==> src/rtl/rr_arb_mux.sv <==
// rr_arb_mux: registered N-way arbitrating multiplexer with valid/ready
// handshakes on every input channel and on the single output stage.
//
// A round-robin pointer selects the starting channel of each scan. The winner's
// data and index are captured in one output register, which is refilled on the
// same edge it is drained, so a ready consumer sees one word per cycle.
//
// Build option:
//   RR_ARB_MUX_FIXED_PRIO_EN  - when defined, the pointer is removed and the
//                               lowest-index requesting channel always wins.
//                               The fairness bound no longer holds.
module rr_arb_mux #(
    parameter  int WIDTH = 8,
    parameter  int PORTS = 4,
    localparam int SELW  = (PORTS > 1) ? $clog2(PORTS) : 1
) (
    input  logic                   CLK,
    input  logic                   RST,
    input  logic [PORTS-1:0]       in_valid,
    input  logic [PORTS*WIDTH-1:0] in_data,
    output logic [PORTS-1:0]       in_ready,
    output logic                   out_valid,
    output logic [WIDTH-1:0]       out_data,
    output logic [SELW-1:0]        out_sel,
    input  logic                   out_ready
);

    // Channel count and last index at the widths used by the index arithmetic.
    localparam logic [SELW:0]   PORTS_W = (SELW + 1)'(PORTS);
    localparam logic [SELW-1:0] LAST_CH = SELW'(PORTS - 1);

    logic             load;       // output register may take a new word
    logic             take;       // a word is consumed from a channel this edge
    logic [SELW-1:0]  scan_base;  // first channel examined by the scan
    logic [PORTS-1:0] rot_req;    // requests rotated so scan_base sits at bit 0
    logic             gnt_found;
    logic [SELW-1:0]  gnt_off;    // winner's distance from scan_base
    logic [SELW:0]    gnt_sum;    // scan_base + gnt_off before the modulo wrap
    logic [SELW-1:0]  gnt_idx;    // absolute index of the winning channel
    logic [WIDTH-1:0] gnt_data;

    assign load = !out_valid || out_ready;
    assign take = load && gnt_found && !RST;

`ifdef RR_ARB_MUX_FIXED_PRIO_EN
    // Fixed priority: every scan starts at channel 0.
    assign scan_base = '0;
`else
    logic [SELW-1:0] ptr;
    logic [SELW-1:0] ptr_next;

    assign scan_base = ptr;

    // Next scan starts just after the winner; the last channel wraps to 0 even
    // when PORTS is not a power of two.
    assign ptr_next = (gnt_idx == LAST_CH) ? '0 : gnt_idx + SELW'(1);

    // Round-robin pointer: advances only when a word is actually granted.
    // NOTE: sequential state is written with <= so every flop samples pre-edge values.
    always_ff @(posedge CLK) begin
        if (RST) begin
            ptr <= '0;
        end else if (take) begin
            ptr <= ptr_next;
        end
    end
`endif

    // Rotate the request vector so the scan becomes "lowest set bit wins".
    // Doubling the vector makes the rotation correct for any PORTS value.
    always_comb begin
        rot_req = PORTS'({in_valid, in_valid} >> scan_base);
    end

    // Priority scan over the rotated requests, then map back to a channel index.
    // NOTE: every variable gets a default before the loop so no path infers a latch;
    //       the descending loop lets the lowest set bit be the last (winning) write.
    always_comb begin
        gnt_found = 1'b0;
        gnt_off   = '0;
        for (int i = PORTS - 1; i >= 0; i--) begin
            if (rot_req[i]) begin
                gnt_found = 1'b1;
                gnt_off   = SELW'(i);
            end
        end
        gnt_sum = {1'b0, scan_base} + {1'b0, gnt_off};
        if (gnt_sum >= PORTS_W) begin
            gnt_idx = SELW'(gnt_sum - PORTS_W);
        end else begin
            gnt_idx = SELW'(gnt_sum);
        end
    end

    // Data select for the winner; in_data never feeds back into in_ready.
    always_comb begin
        gnt_data = '0;
        for (int i = 0; i < PORTS; i++) begin
            if (gnt_idx == SELW'(i)) begin
                gnt_data = in_data[i*WIDTH +: WIDTH];
            end
        end
    end

    // One-hot (or zero) acknowledge to the granted channel.
    always_comb begin
        in_ready = '0;
        for (int i = 0; i < PORTS; i++) begin
            in_ready[i] = take && (gnt_idx == SELW'(i));
        end
    end

    // Output stage: refill on load, hold under backpressure, drop valid when idle.
    always_ff @(posedge CLK) begin
        if (RST) begin
            out_valid <= 1'b0;
            out_data  <= '0;
            out_sel   <= '0;
        end else if (load) begin
            if (gnt_found) begin
                out_valid <= 1'b1;
                out_data  <= gnt_data;
                out_sel   <= gnt_idx;
            end else begin
                out_valid <= 1'b0;
            end
        end
    end

`ifndef SYNTHESIS
    // Handshake sanity: at most one channel acknowledged per cycle, and a held
    // word stays put until the consumer accepts it.
    a_ready_onehot0 : assert property (@(posedge CLK) $onehot0(in_ready));
    a_hold_stable   : assert property (@(posedge CLK) disable iff (RST)
        (out_valid && !out_ready) |=> (out_valid && $stable(out_data) && $stable(out_sel)));
`endif

endmodule

==> config.mk <==
export PLATFORM = sky130hd
export DESIGN_NAME = rr_arb_mux
export DESIGN_NICKNAME = d
export VERILOG_FILES = /design/src/rtl/rr_arb_mux.sv
export SDC_FILE = /design/constraint.sdc
export NUM_CORES = 1
export LEC_CHECK = 0
export BUFFER_PORTS_ARGS = -buffer_cell sky130_fd_sc_hd__buf_2
export CORE_MARGIN = 5
export CORE_UTILIZATION = 40
export DETAILED_ROUTE_END_ITERATION = 7
export MAX_ROUTING_LAYER = met4
export PLACE_DENSITY = 0.76
export SETUP_SLACK_MARGIN = 0.4
export SLEW_MARGIN = 20
export SYNTH_ARGS = -nofsm -noshare
export SYNTH_HDL_FRONTEND = slang
export SYNTH_SLANG_ARGS = --single-unit
==> constraint.sdc <==
create_clock -name CLK -period 2.85 [get_ports CLK]
set_input_delay 0.285 -clock CLK [delete_from_list [all_inputs] [get_ports CLK]]
set_output_delay 0.285 -clock CLK [all_outputs]
set_load 0.01 [all_outputs]
-- Word-level counts from Yosys, hierarchy flattened
Cells that the tools add are included.
- add/sub/neg operators: 3
- order comparisons: 1
- equal/unequal tests: 3
- shift operators: 1
- muxes and demuxes: 15
- reduce and logical (&&, ||, !) cells: 11
- operator list (kind ; number):
    $mux 8 ; 4
    $mux 2 ; 6
    $shr 8x2->4 ; 1
    $logic_and 1x1->1 ; 6
    $mux 1 ; 5
    $eq 2x2->1 const B ; 2
    $add 2x2->3 ; 1
    $ge 3x3->1 const B ; 1
    $add 2x1->2 const B ; 1
    $eq 2x1->1 const B ; 1
    $logic_not 1->1 ; 2
    $logic_not 2->1 ; 1
    $reduce_and 2->1 ; 1
    $sub 2x1->2 const B ; 1
    $logic_or 1x1->1 ; 1
- register bits: 13
- bits of input ports: 39

-- Logic depth before layout (Yosys ltp)
- depth in word-level cells: 13
- gate-level depth with buffers: 16

-- Worst setup path after synthesis
No wires, ideal clock.
- path kind: register to register
- from: register ptr[0]
- to: register out_data[2]
- setup time: 133 ps
- arrival: 2668 ps
- required time: 2717 ps
- path slack: 49 ps
- cell stages (with the launch flop): 16
- path buffers: 2
- clock period less this slack: 2801 ps
- path through: dfxtp_1 > buf_6 > nor2_1 > a211oi_1 > a21oi_1 > a211o_1 > ha_1 > xnor2_1 > xnor2_1 > inv_1 > ha_1 > clkbuf_1 > a221oi_1 > nor3_1 > a211oi_1 > nor3_1
- cells in the longest elaborated chain, start to end: 13
- elaborated cells between the ends (all ways): 22
- classes of those cells: add/sub (2); order compare (1); eq/ne (3); shift (1); mux (13); reduce/logical (2)
- RTL lines (what ; line ; RTL):
    start: declaration ; 49 ; logic [SELW-1:0] ptr;
    start signal: assignment ; 64 ; ptr <= ptr_next;
    $shr 8x2->4 ; 72 ; rot_req = PORTS'({in_valid, in_valid} >> scan_base);
    $mux 2 (4 in series) ; 82 ; if (rot_req[i]) begin
    $add 2x2->3 * ; 87 ; gnt_sum = {1'b0, scan_base} + {1'b0, gnt_off};
    $ge 3x3->1 or $sub 2x1->2 (tied branches) ; 88, 89 ;
    $mux 2 * ; 88 ; if (gnt_sum >= PORTS_W) begin
    named net gnt_idx[1] ; 39 ; logic [SELW-1:0] gnt_idx;
    $logic_not 2->1 ; 99 ; if (gnt_idx == SELW'(i)) begin
    $mux 8 (3 in series) ; 99 ;
    $mux 8 * ; 99 ;
    end signal: assignment ; 122 ; out_data <= gnt_data;
    end: declaration ; 23 ; output logic [WIDTH-1:0] out_data,
The timed path passes the listed nets; every way through them passes the cells marked *.
A chain may end at the register's enable or synchronous reset.

-- Worst setup path in the final report
- from: register ptr[0]
- to: register out_data[5]
- cells in the longest elaborated chain, start to end: 13
- elaborated cells between the ends (all ways): 22
- classes of those cells: add/sub (2); order compare (1); eq/ne (3); shift (1); mux (13); reduce/logical (2)
- RTL lines (what ; line):
    $shr 8x2->4 ; 72
    $mux 2 (4 in series) ; 82
    $add 2x2->3 ; 87
    $ge 3x3->1 or $sub 2x1->2 (tied branches) ; 88, 89
    $mux 2 ; 88
    $logic_not 2->1 ; 99
    $mux 8 (4 in series) ; 99
Parallel ways exist; a longest one is shown, timed or not.

==> run_results.csv <==
group,metric,value,unit
global_routing,antenna_found_initial,0,
critical_path,critPathArrivalTime,2970,ps
finish,syn_to_final_growth,65.0,%
clocking,cts_root_buf,"clkbuf_4",
detailed_routing,drt.antenna.violating_nets,0,
detailed_routing,drc,0,
finish,final_cell_mix,"buf_2, nor2_1, buf_4",
finish,final_common_cell,"buf_2",
timing,max_freq,356,MHz
global_routing,grtUsageTotal,0.197,
die,die_h,59.7,µm
power_and_ir_drop,vdd_drop_max,0.989,mV
detailed_routing,routed-via-count,1262,
global_routing,first_global_vias,1249,
finish,drive_above_1_share,0.583,
clocking,insertion_delay,270,ps
clocking,numCtsBuffers,3,
timing,min_period,2810,ps
detailed_routing,initialDrtViolationCount,63,
finish,num_antenna_cells,0,
critical_path,critPathRequiredTime,3010,ps
die,initial_core_util,0.407,
synthesis,synth-seq-cells,13,
detailed_routing,wl,3.72,mm
clocking,path_clk_slew,80,ps
clocking,ctsHtreeMaxLevel,1,
critical_path,startpoint,"ptr[0]",
synthesis,async_reset_ff_frac,0,
timing,setup_viol,0,
synthesis,yosysSeqAreaShare,0.263,
critical_path,max_stage_delay,420,ps
clocking,clock-sinks,13,
timing,period_share,0.985,
place,gp_congestion,0.770,
finish,nets,237,
global_routing,grt_remaining_overflow,0,
place,pre_cts_ws,-62.8,ps
hold_path,worstHoldPathType,"primary input to flip-flop",
detailed_routing,first_pass_iters,4,
global_routing,grt_pass1_wl,5.27,mm
die,io_pins,54,
die,coreArea,2430,µm²
critical_path,criticalPathCategory,"flip-flop to flip-flop",
timing,report.final.slew_viol_count,0,
critical_path,end_kind,"flip-flop",
synthesis,synthesis.area,990,µm²
timing,worst_slack,42.0,ps
synthesis,synth_cell_types,28,
place,dp_hpwl,2.34,mm
critical_path,cp-start-kind,"flip-flop",
critical_path,cp_max_fo,7,
critical_path,crit_chain,"nor2_4, a211oi_2, a21oi_1, a211o_1, ha_2, xnor2_2, xnor2_2, buf_4, ha_4, buf_6, a221oi_2, nor3_2, a211oi_1, nor3_1",
die,rows,18,
timing,worst_pin_slew,608,ps
critical_path,cpMostUsedCell,"xnor2_2",
synthesis,avgSynthCellArea,7.79,µm²
timing,fin_setup_tns,0,ps
detailed_routing,viasPerCell,5.68,
synthesis,synth_cells,127,
clocking,cts_tree,"yes",
synthesis,ys.warnings.count,0,
die,die_area,3570,µm²
hold_path,hp-start,"in_data[24]",
timing,rsz0062_at_grt,"yes",
place,port_buffers,53,
timing,slew_headroom,0.592,
detailed_routing,routedWlPerCell,16.8,µm
critical_path,crit_slowest_cell,"dfxtp_4",
global_routing,grt_max_degree,15,
clocking,clockBufferDepth,2,
synthesis,ys.flop_type,"dfxtp_1",
synthesis,synth_fp_nets,171,
status,status,"complete, no violations",
timing,hold_violations,0,
job,drv_cap,0,
critical_path,timing.rr.start,"ptr[0]",
synthesis,synth-edff-count,0,
power_and_ir_drop,p_leak,0.748,nW
power_and_ir_drop,power_density,1470,nW/µm²
timing,fin_skew,3.91,ps
die,die_w,59.7,µm
## flip-flops by register name (all words and copies together), names as in the netlist
signal and count:
ptr 2, out_data 8, out_sel 2, out_valid 1
## metrics by stage
step | util | total power, mW | area, µm² | instances | hold slack (ps)
after CTS | 0.627 | 2.11 | 1520 | 217 | 332
after floorplan | - | 1.45 | 1120 | 127 | 362
after global placement | 0.552 | 1.62 | 1340 | 204 | 446
final | 0.671 | 2.40 | 1630 | 222 | 322
after detailed placement | 0.552 | 1.66 | 1340 | 204 | 452
after global routing | 0.671 | 2.53 | 1630 | 222 | 324
## synthesized netlist by cell type, types with 2 or more instances
cell / count / area share
and2_1: 4 / 0.025
nand2_1: 6 / 0.023
ha_1: 5 / 0.063
buf_2: 2 / 0.010
a31oi_1: 2 / 0.013
a211oi_1: 8 / 0.061
a221oi_1: 7 / 0.062
xnor2_1: 2 / 0.018
nor2_1: 20 / 0.076
clkbuf_1: 4 / 0.015
inv_1: 3 / 0.011
nor2b_1: 8 / 0.051
dfxtp_1: 13 / 0.26
o32ai_1: 2 / 0.018
a21oi_1: 7 / 0.035
nand2b_1: 3 / 0.019
nor3_1: 18 / 0.091
buf_6: 3 / 0.034
## power breakdown
group	switching [mW]	leakage [nW]	internal (mW)	total (mW)
clock	0.0649	0.0177	0.0520	0.117
combinational	0.960	0.621	0.998	1.96
sequential	0.0635	0.109	0.257	0.321
## logic make-up after synthesis
kind of cell,count (synthesis),synth area share
simple gates,61,0.298
compound gates,32,0.265
buf+inv,14,0.0923
flops,13,0.263
fa+ha+maj,5,0.0632
xor+xnor,2,0.0177
## critical path, delay by kind of cell, from the launching register on
kind | cells | cell delay [ps]
DFF | 1 | 420
and+or+nand+nor | 3 | 200
adders and majority gates | 2 | 390
AOI/OAI and AO/OA | 5 | 1030
buffers and inverters | 2 | 300
xor gates and xnor gates | 2 | 330
## path summary, 6_finish.rpt
path	endpoint	slack (ps)	cells after the start
worst max register to register	out_data[5]	40	14
worst max-delay path	out_data[5]	40	14
worst min register to register	out_sel[0]	470	2
worst min-delay path	out_data[0]	320	3
## per-layer routing
layer  share of wire  global-route usage  routed length, µm
met1            0.38               0.209               1410
met2            0.53               0.358               1980
met3           0.050              0.0389                187
met4           0.039              0.0728                144
met5               0                   -                  0
## cell type report
cell class	instances	area (µm²)
fillers	205	800
clock buffers	3	22.5
repair buffers	72	459
multi-input cells	100	833
inverters	3	11.3
clock inverters	1	5.00
flip-flops and latches	13	264
well taps	30	37.5
## repair_timing
action / CTS / global route
gates resized for setup: 13 / 14
pin swaps: 11 / 8
hold buffers: 0 / 0
buffers inserted: 9 / 5
setup endpoints to repair: 13 / 13
No activity file was read; power rests on OpenSTA's default activity.
